[src/rtl/list_walk_arbiter.sv]
// Two-requester linked-list walker sharing one next-pointer table.
// Emits one node per cycle, tags each with its owner, and truncates runaway walks at N nodes.
module list_walk_arbiter #(
  parameter int N = 16,
  parameter int W = $clog2(N)
) (
  input  logic         clk,
  input  logic         rst,
  input  logic         cfg_we,
  input  logic [W-1:0] cfg_addr,
  input  logic [W-1:0] cfg_data,
  output logic         cfg_rdy,
  input  logic [W-1:0] req0_start,
  input  logic         req0_vld,
  output logic         req0_rdy,
  input  logic [W-1:0] req1_start,
  input  logic         req1_vld,
  output logic         req1_rdy,
  output logic [W-1:0] out_ptr,
  output logic         out_vld,
  output logic         out_id,
  output logic         out_last,
  output logic         out_err
);

  localparam int SW = $clog2(N + 1);

  typedef enum logic {IDLE = 1'b0, WALK = 1'b1} state_t;

  state_t          state_q, state_d;
  logic [W-1:0]    out_ptr_q, out_ptr_d;
  logic            out_id_q, out_id_d;
  logic            out_vld_q, out_vld_d;
  logic [SW-1:0]   step_q, step_d;
  logic            rr_q, rr_d;
  logic [W-1:0]    tbl_q [N];
  logic [W-1:0]    tbl_d [N];

  logic [W-1:0]    next_ptr_s;
  logic            at_limit_s;
  logic            final_s;
  logic            window_s;
  logic            any_vld_s;
  logic            grant_s;
  logic            accept_s;
  logic [W-1:0]    start_s;

  // Table: configuration writes only land while no walk is in flight
  always_comb begin
    tbl_d = tbl_q;
    if (cfg_we && (state_q == IDLE)) begin
      tbl_d[cfg_addr] = cfg_data;
    end else begin
      tbl_d = tbl_q;
    end
  end

  always_ff @(posedge clk or posedge rst) begin
    if (rst) begin
      for (int i = 0; i < N; i++) begin
        tbl_q[i] <= {W{1'b0}};
      end
    end else begin
      tbl_q <= tbl_d;
    end
  end

  // Arbitration: final-node cycle or config-free idle cycle opens the window
  always_comb begin
    next_ptr_s = tbl_q[out_ptr_q];
    at_limit_s = (step_q == SW'(N));
    final_s    = (state_q == WALK) && ((next_ptr_s == {W{1'b0}}) || at_limit_s);
    window_s   = ((state_q == IDLE) && !cfg_we) || final_s;
    any_vld_s  = req0_vld || req1_vld;
    if (req0_vld && req1_vld) begin
      grant_s = ~rr_q;
    end else begin
      grant_s = req1_vld;
    end
    accept_s = window_s && any_vld_s;
    start_s  = grant_s ? req1_start : req0_start;
  end

  // State register
  always_ff @(posedge clk or posedge rst) begin
    if (rst) begin
      state_q   <= IDLE;
      out_ptr_q <= {W{1'b0}};
      out_id_q  <= 1'b0;
      out_vld_q <= 1'b0;
      step_q    <= {SW{1'b0}};
      rr_q      <= 1'b1;
    end else begin
      state_q   <= state_d;
      out_ptr_q <= out_ptr_d;
      out_id_q  <= out_id_d;
      out_vld_q <= out_vld_d;
      step_q    <= step_d;
      rr_q      <= rr_d;
    end
  end

  // Next-state: new accept preempts the finishing walk, else advance or fall idle
  always_comb begin
    state_d   = state_q;
    out_ptr_d = out_ptr_q;
    out_id_d  = out_id_q;
    out_vld_d = 1'b0;
    step_d    = step_q;
    rr_d      = rr_q;
    if (accept_s) begin
      rr_d = grant_s;
      if (start_s != {W{1'b0}}) begin
        state_d   = WALK;
        out_ptr_d = start_s;
        out_id_d  = grant_s;
        out_vld_d = 1'b1;
        step_d    = SW'(1);
      end else begin
        state_d = IDLE;
        step_d  = {SW{1'b0}};
      end
    end else if ((state_q == WALK) && !final_s) begin
      state_d   = WALK;
      out_ptr_d = next_ptr_s;
      out_vld_d = 1'b1;
      step_d    = step_q + SW'(1);
    end else begin
      state_d = IDLE;
      step_d  = {SW{1'b0}};
    end
  end

  // Outputs
  always_comb begin
    out_ptr  = out_ptr_q;
    out_id   = out_id_q;
    out_vld  = out_vld_q;
    out_last = final_s;
    out_err  = final_s && at_limit_s && (next_ptr_s != {W{1'b0}});
    cfg_rdy  = (state_q == IDLE);
    req0_rdy = accept_s && !grant_s;
    req1_rdy = accept_s && grant_s;
  end

endmodule

[config.mk]
export PLATFORM = sky130hd
export DESIGN_NAME = list_walk_arbiter
export DESIGN_NICKNAME = d
export VERILOG_FILES = /design/src/rtl/list_walk_arbiter.sv
export SDC_FILE = /design/constraint.sdc
export NUM_CORES = 1
export LEC_CHECK = 0
export ABC_AREA = 1
export ABC_CLOCK_PERIOD_IN_PS = 2900
export CORE_MARGIN = 1
export CORE_UTILIZATION = 45
export CTS_CLUSTER_SIZE = 10
export DETAILED_ROUTE_END_ITERATION = 8
export MAX_ROUTING_LAYER = met4
export RECOVER_POWER = 100
export SYNTH_ARGS = -nofsm -noshare
export SYNTH_HDL_FRONTEND = slang
export SYNTH_SLANG_ARGS = --single-unit
[constraint.sdc]
create_clock -name clk -period 2.9 [get_ports clk]
set_clock_uncertainty 0.15 [all_clocks]
set_input_delay 0.29 -clock clk [delete_from_list [all_inputs] [get_ports clk]]
set_output_delay 0.29 -clock clk [all_outputs]
set_load 0.01 [all_outputs]
==> results of run 1 <==
-- area by class of cell --
class	instances	area, sq um	share of cell area, %
clock buffer	10	138	3.10
clock inverter	6	71.3	1.61
inverter	61	241	5.44
multi-input combinational	355	1570	35.4
sequential	76	1900	42.9
tap	105	131	2.96
timing repair buffer	44	372	8.38
timing repair inverter	1	8.76	0.197
-- worst register-to-register path: stages, from the launching register on --
cell,delay [ns]
dfrtp_2,0.48
buf_6,0.21
nor2_1,0.07
nor2_1,0.08
o21ai_1,0.07
nand3_1,0.09
nand3_1,0.10
nand2_1,0.11
nor2_2,0.05
nand2_2,0.09
nand3_4,0.07
buf_4,0.18
o21ai_0,0.24
clkinv_1,0.28
nand2_1,0.11
nand2_1,0.08
-- layout by cell type (no fill, tap or decap), drive strengths merged --
master	Yosys	layout
xor2	2	2
nor2	19	19
o21a	1	1
ha	2	2
clkdlybuf4s50	0	21
nand3b	1	1
clkinv	0	4
xnor2	1	1
nand3	52	52
inv	61	61
dfrtp	75	75
dfstp	1	1
nor3	4	4
o21ai	72	72
bufinv	0	1
nand2	198	198
buf	11	6
dlygate4sd3	0	6
or2	1	1
clkbuf	4	21
nor4	1	1
clkinvlp	0	2
a21oi	1	1
-- sequential cells by signal, indices dropped and copies added, names as in the netlist --
register	flops
out_ptr	4
out_vld	1
out_id	1
rr_q	1
tbl_q	64
step_q	5
-- what timing repair did --
action | 4_1_cts | 5_1_grt
setup endpoints to repair | 3 | 4
gates resized for setup | 6 | 10
buffers inserted | 0 | 1
cloned | 0 | 1
-- synthesized netlist by cell type, drive strengths merged --
master    n  area [sq um]
nand2   198           756
dfrtp    75          1880
o21ai    72           368
inv      61           231
nand3    52           273
nor2     19          71.3
buf      11           100
clkbuf    4          15.0
nor3      4          20.0
ha        2          25.0
xor2      2          17.5
a21oi     1          5.00
dfstp     1          26.3
nand3b    1          20.0
nor4      1          6.26
o21a      1          7.51
or2       1          6.26
xnor2     1          8.76
-- logic make-up (layout without fill, tap and decap cells) --
| logic type | count (synthesis) | in the layout |
|---|---|---|
| AND/OR/NAND/NOR | 276 | 276 |
| buffers and inverters | 76 | 122 |
| AO/OA/AOI/OAI | 74 | 74 |
| flip-flops | 76 | 76 |
| adder cells (fa/ha/maj) | 2 | 2 |
| XOR/XNOR | 3 | 3 |
-- worst paths after layout --
check | endpoint | slack [ns] | cells after the start | from
max reg2reg | out_ptr[0]$_DFFE_PP0P_ | 0.32 | 15 | out_ptr[0]$_DFFE_PP0P_
max in group asynchronous | tbl_q[4]$_DFFE_PP0P_ | 0.82 | 3 | rst
min reg2reg | out_id$_DFFE_PP0P_ | 0.33 | 2 | out_id$_DFFE_PP0P_
min in group asynchronous | tbl_q[58]$_DFFE_PP0P_ | 0.57 | 2 | rst
min | out_id$_DFFE_PP0P_ | 0.33 | 2 | out_id$_DFFE_PP0P_
max | req0_rdy | 0.25 | 13 | out_ptr[0]$_DFFE_PP0P_
-- power by group --
part           internal, mW  leakage [nW]  switching (mW)
logic                 0.723          1.05            1.21
registers              1.41          1.02           0.253
clock network         0.427        0.0991           0.411
-- stage by stage --
| step | cells | instance area, sq um | total power, mW | utilization (%) |
|---|---|---|---|---|
| after global placement | 640 | 4250 | 3.61 | 51.7 |
| after floorplan | 507 | 3830 | 3.07 | - |
| final | 658 | 4440 | 4.43 | 54.0 |
| after detailed placement | 640 | 4250 | 3.64 | 51.7 |
| after CTS | 656 | 4470 | 4.49 | 54.4 |
| after global routing | 658 | 4440 | 4.80 | 54.0 |
-- routing by layer --
metal	routed length [microns]	global-route usage [%]	up-vias	share of wire, %
li1	-	-	1673	-
met1	4780	34.3	1560	48
met2	4570	37.6	79	46
met3	371	3.40	14	3.8
met4	177	9.62	0	1.8
met5	0	-	-	0
==> flow_summary.yaml, run 1 <==
synthesis:
  synth-adder-area-share_pct: 0.653
  synthMuxAreaShare_pct: 0
  synth_compound_area_share_pct: 9.92
  ys_warn_count: 0
  synth_fp_nets: 530
  synth_top_family_by_area: "simple AND/OR/NAND/NOR gates"
  yosysSeqAreaShare_pct: 49.6
  syn_inst: 507
  ys_types: 27
  syn-mean-instance-area_sq_um: 7.56
  netlist_area_sq_um: 3830
  synth_xor_area_share_pct: 0.685
  yosys.area_share.simple_pct: 30.1
  ys_ff_latch: 76
clocking:
  cts_tree: "yes"
  ctsHoldBuffers: 0
  worstSkewPairLatency_ns: 0.35
  numClockSinks: 76
  numCtsBuffers: 9
  path_clk_slew_ns: 0.09
  cts-root-buf: "clkbuf_8"
  clockBufferDepth: 2
  h-tree-depth: 3
floorplanning:
  dieArea_sq_um: 8890
  chipHeight_microns: 94.3
  die_x_microns: 94.3
  num_io_pins: 32
  rows: 33
  core_area_sq_um: 8220
  start_util_pct: 46.7
placement:
  place.gp.congestion: 0.844
  dp.final_hpwl_mm: 7.03
  place_ws_ns: 0.255
  portBuffers: 31
grt:
  grt_max_degree: 35
  grt_usage_pct: 25.0
  first_global_vias: 3126
  grt_overflow: 0
  grt_pass1_wl_mm: 16.1
  antenna_found_initial: 0
route:
  routed_wl_mm: 9.89
  drtIter0Drc: 217
  avgViaCountPerCell: 5.05
  dr_total_vias: 3326
  wl_per_cell_microns: 15.0
  dr.pass1.iters: 4
  drtAntennaViolNets: 0
  drc: 0
hold_path:
  hold_path.class: "flop to flop"
critical_path:
  crit_path_top_delay_cell: "dfrtp_2"
  max_stage_delay_ns: 0.49
  path_delay_family: "simple AND/OR/NAND/NOR gates"
  worstPathRequired_ns: 2.46
  cp-end-kind: "output pin"
  crit_arrival_ns: 2.21
  worstSetupPathType: "flop to output pin"
  crit_top_cell: "nor2_1"
  cp-start-kind: "flop"
  path_max_fanout: 17
  crit_chain: "buf_6 > nor2_1 > nor2_1 > o21ai_1 > nand3_1 > nand3_1 > nand2_1 > nor2_2 > nand2_2 > nand3_4 > nand2_2 > nor2_1 > clkbuf_1"
  crit_buf_inv: 2
timing:
  min_period_ns: 2.65
  timing.final.crit_share_pct: 91.2
  tns_ns: 0
  hold_ws_ns: 0.333
  rsz0062_at_grt: "no"
  final_hold_viol_count: 0
  tightest_slew_ns: 1.27
  max_freq_ghz: 0.378
  slew_headroom_pct: 15.3
  fin_ws_ns: 0.255
  drv_slew: 0
  setup_violations: 0
final_layout:
  n_antenna_cell: 0
  filler_cell_count: 828
  drive_above_1_share_pct: 6.51
  syn_to_final_growth_pct: 15.7
  fin_nets: 571
pwr:
  leakagePower_nw: 2.17
  peakVddDrop_uv: 365
  p_per_area_nw_per_um2: 998
outcome:
  status: "finished, final reports clean"
run:
  cap_violations: 0
(Power assumes the default switching activity.)
==> run 2: changes to the inputs <==
SKIP_CTS_REPAIR_TIMING = 1   (was unset)
==> flow_summary.yaml, run 2 (synthesized netlist as in run 1, its figures left out) <==
outcome:
  status: "finished, final reports clean"
pwr:
  switching_share_pct: 42.0
  p_seq_share_pct: 37.0
  switching_power_mw: 1.88
  leakagePower_nw: 2.25
  peakVddDrop_uv: 349
  p_int_mw: 2.60
  p_clk_share_pct: 18.7
  comb_power_share_pct: 44.2
  p_per_area_nw_per_um2: 1000
route:
  avgViaCountPerCell: 5.06
  drtAntennaViolNets: 0
  dr.pass1.iters: 5
  dr_total_vias: 3332
  top_layer_used: "met4"
  drc: 0
  wl_met1_mm: 4.75
  wl_met3_microns: 387
  drtIter0Drc: 225
  routed_wl_mm: 9.84
  met2_wirelength_mm: 4.55
  wl_per_cell_microns: 15.0
grt:
  antenna_found_initial: 0
  grt_overflow: 0
  grt_pass1_wl_mm: 16.1
  first_global_vias: 3119
  grt_usage_pct: 25.0
  grt_max_degree: 35
floorplanning:
  chipHeight_microns: 94.3
  rows: 33
  dieArea_sq_um: 8890
  core_area_sq_um: 8220
  num_io_pins: 32
  start_util_pct: 46.7
  die_x_microns: 94.3
clocking:
  worstSkewPairLatency_ns: 0.35
  numCtsBuffers: 9
  cts_tree: "yes"
  numClockSinks: 76
  clockBufferDepth: 2
  h-tree-depth: 3
  cts-root-buf: "clkbuf_8"
  path_clk_slew_ns: 0.09
placement:
  portBuffers: 31
  place.gp.congestion: 0.844
  postPlaceCellArea_sq_um: 4250
  place_ws_ns: 0.255
  dp.final_hpwl_mm: 7.03
critical_path:
  cp-end-kind: "output pin"
  crit_arrival_ns: 2.27
  max_stage_delay_ns: 0.48
  crit_chain: "buf_4 > nor2_1 > nor2_1 > o21ai_1 > nand3_1 > nand3_1 > nand2_1 > nor2_1 > nand2_2 > nand3_4 > nand2_2 > nor2_1 > dlymetal6s2s_1"
  crit_path_top_delay_cell: "dfrtp_2"
  worstSetupPathType: "flop to output pin"
  worstPathRequired_ns: 2.46
  cp-start-kind: "flop"
  crit_buf_inv: 2
  path_delay_family: "simple AND/OR/NAND/NOR gates"
  path_max_fanout: 17
  crit_top_cell: "nor2_1"
hold_path:
  hold_path.class: "flop to flop"
final_layout:
  layout_commonest_cell: "nand2_1"
  largest_reg_flops: 64
  drive_above_1_share_pct: 6.69
  n_antenna_cell: 0
  final_area_sq_um: 4480
  largest-register: "tbl_q"
  syn_to_final_growth_pct: 16.9
  layout_common_cells: "195 x nand2_1, 74 x dfrtp_1, 68 x o21ai_0"
  fin_nets: 571
timing:
  min_period_ns: 2.71
  drv_slew: 0
  fin_ws_ns: 0.190
  tns_ns: 0
  slew_headroom_pct: 14.6
  timing.final.crit_share_pct: 93.5
  max_freq_ghz: 0.369
  rsz0062_at_grt: "yes"
  final_hold_viol_count: 0
  tightest_slew_ns: 1.28
  setup_violations: 0
run:
  cap_violations: 0
[run 2: cell count changes in the layout (fill, tap and decap cells not counted), sizes merged]
cell           before  now
dlymetal6s2s        0    4
dlygate4sd3         6    4
inv                61   62
clkbuf             21   17
clkinv              4    3
clkdlybuf4s50      21   23
[run 2: cell type report]
class | instances | area, sq um
repair buffers | 44 | 402
repair inverters | 1 | 8.76
clock inverters | 6 | 71.3
well taps | 105 | 131
fillers | 826 | 3740
inverters | 61 | 241
multi-input cells | 355 | 1580
clock buffers | 10 | 138
flip-flops and latches | 76 | 1900
[run 2: path summary, 6_finish.rpt]
| path | from | to | slack, ns | depth (start not counted) |
|---|---|---|---|---|
| min in group asynchronous | rst | tbl_q[58]$_DFFE_PP0P_ | 0.58 | 2 |
| setup / recovery | out_ptr[0]$_DFFE_PP0P_ | req1_rdy | 0.19 | 13 |
| hold reg to reg | out_id$_DFFE_PP0P_ | out_id$_DFFE_PP0P_ | 0.33 | 2 |
| max in group asynchronous | rst | step_q[0]$_DFF_PP0_ | 0.80 | 3 |
| hold / removal | out_id$_DFFE_PP0P_ | out_id$_DFFE_PP0P_ | 0.33 | 2 |
| setup reg to reg | out_ptr[0]$_DFFE_PP0P_ | out_ptr[0]$_DFFE_PP0P_ | 0.57 | 15 |
[run 2: through the flow]
| stage | util (%) | hold WS [ns] | power [mW] | std cells |
|---|---|---|---|---|
| 2_1_floorplan | - | 0.298 | 3.07 | 507 |
| 3_3_place_gp | 51.7 | 0.318 | 3.61 | 640 |
| 3_5_place_dp | 51.7 | 0.321 | 3.64 | 640 |
| 4_1_cts | 54.3 | 0.236 | 4.48 | 656 |
| 5_1_grt | 54.5 | 0.364 | 4.86 | 658 |
| 6_report | 54.5 | 0.334 | 4.49 | 658 |
[run 2: power by group through the flow]
stage                     Clock (mW)  Sequential (mW)  Combinational (mW)
after global placement             0             1.65                1.96
after global routing           0.898             1.70                2.26
final                          0.841             1.66                1.98
after detailed placement           0             1.66                1.97
after floorplan                    0             1.60                1.47
after CTS                      0.854             1.65                1.98
[run 2: worst min-delay path, cell delays in order (launching register included)]
cell     delay, ns
dfrtp_1       0.35
nand2_1       0.06
o21ai_2       0.04
[run 2: layer usage]
layer | track usage (%) | vias to the layer above
li1 | - | 1680
met1 | 34.3 | 1560
met2 | 37.4 | 79
met3 | 3.40 | 13
met4 | 9.62 | 0
met5 | - | -
==> run 3: changes to the inputs <==
DONT_BUFFER_PORTS = 1   (was unset)
==> flow_summary.yaml, run 3 (synthesized netlist as in run 1, its figures left out) <==
clocking:
  path_clk_slew_ns: 0.08
  cts-root-buf: "clkbuf_8"
  numCtsBuffers: 9
  worstSkewPairLatency_ns: 0.36
  numClockSinks: 76
  h-tree-depth: 3
  clockBufferDepth: 2
  cts_tree: "yes"
final_layout:
  layout_commonest_cell: "nand2_1"
  syn_to_final_growth_pct: 8.91
  fin_nets: 536
  final_core_util_pct: 50.8
  final_area_sq_um: 4180
  drive_above_1_share_pct: 5.41
  final_cells: 623
  largest_reg_flops: 64
  n_antenna_cell: 0
  layout_common_cells: "195 x nand2_1, 75 x dfrtp_1, 69 x o21ai_0"
  largest-register: "tbl_q"
critical_path:
  max_stage_delay_ns: 0.45
  cp-start-kind: "flop"
  rr_startpoint: "out_ptr[2]$_DFFE_PP0P_"
  worstSetupPathType: "flop to output pin"
  crit_path_top_delay_cell: "dfrtp_1"
  path_max_fanout: 12
  cp-end-kind: "output pin"
  worstPathRequired_ns: 2.46
  crit_top_cell: "nand3_1"
  crit_arrival_ns: 2.20
  crit_chain: "buf_4 > nand2_1 > nand3_1 > nand3_1 > nand3_1 > nand2_1 > nor2_1 > nand2_2 > nand3_4 > nand2_2 > nor2_2"
  crit_path_start: "out_ptr[0]$_DFFE_PP0P_"
outcome:
  status: "finished, final reports clean"
route:
  dr.pass1.iters: 4
  dr_total_vias: 3188
  drc: 0
  drtAntennaViolNets: 0
  drtIter0Drc: 258
  avgViaCountPerCell: 5.12
  routed_wl_mm: 9.31
  wl_per_cell_microns: 14.9
placement:
  place_inst: 605
  postPlaceCellArea_sq_um: 3920
  place_ws_ns: 0.592
  portBuffers: 0
  place.gp.congestion: 0.930
  dp.final_hpwl_mm: 6.61
pwr:
  p_per_area_nw_per_um2: 1060
  finalPower_mw: 4.43
  leakagePower_nw: 2.06
  peakVddDrop_uv: 554
floorplanning:
  num_io_pins: 32
  start_util_pct: 46.7
  chipHeight_microns: 94.3
  rows: 33
  dieArea_sq_um: 8890
  die_x_microns: 94.3
  core_area_sq_um: 8220
grt:
  grt_usage_pct: 24.2
  antenna_found_initial: 0
  first_global_vias: 3098
  grt_max_degree: 48
  grt_overflow: 0
  grt_pass1_wl_mm: 15.7
timing:
  tns_ns: 0
  final_hold_viol_count: 0
  min_period_ns: 2.64
  setup_violations: 0
  fin_ws_ns: 0.261
  max_freq_ghz: 0.379
  timing.final.crit_share_pct: 91.0
  slew_headroom_pct: 25.4
  rsz0062_at_grt: "no"
  hold_ws_ns: 0.0495
  drv_slew: 0
  tightest_slew_ns: 1.12
hold_path:
  hold_path.class: "primary input to flop"
  min-delay-start: "req0_vld"
run:
  cap_violations: 0
run 3: cell count changes in the layout (fill, tap and decap cells not counted), sizes merged:
cell,change
inv,-2
bufinv,+3
clkbuf,-1
buf,-2
dlygate4sd3,-2
clkdlybuf4s50,-23
dlymetal6s2s,-4
clkinvlp,-2
clkinv,-2
run 3: cell type report:
type / instances / area [sq um]
clock inverter: 4 / 120
tap: 105 / 131
clock buffer: 12 / 145
inverter: 61 / 236
sequential: 76 / 1900
fill: 817 / 4040
timing repair buffer: 10 / 66.3
multi-input combinational: 355 / 1570
run 3: worst paths after layout:
check | endpoint | slack [ns] | cells after the start
min in group asynchronous | tbl_q[31]$_DFFE_PP0P_ | 0.50 | 2
min reg2reg | tbl_q[5]$_DFFE_PP0P_ | 0.34 | 2
min | out_id$_DFFE_PP0P_ | 0.05 | 3
max reg2reg | out_ptr[0]$_DFFE_PP0P_ | 0.35 | 11
max in group asynchronous | tbl_q[5]$_DFFE_PP0P_ | 0.49 | 3
max | req0_rdy | 0.26 | 11
run 3: critical path: cells and delay by family (launching register included):
| kind | cells | cell delay (ns) |
|---|---|---|
| buffers and inverters | 1 | 0.24 |
| flip-flops | 1 | 0.45 |
| AND/OR/NAND/NOR | 10 | 1.14 |
run 3: routing by layer:
| layer | track usage, % | share of wire (%) |
|---|---|---|
| met5 | - | 0 |
| met4 | 8.33 | 1.9 |
| met3 | 4.85 | 3.4 |
| met2 | 35.5 | 46 |
| met1 | 33.2 | 49 |
run 3: where the power goes:
part           switching (mW)  internal [mW]
Clock                   0.400          0.683
Sequential              0.292           1.41
Combinational            1.08          0.564
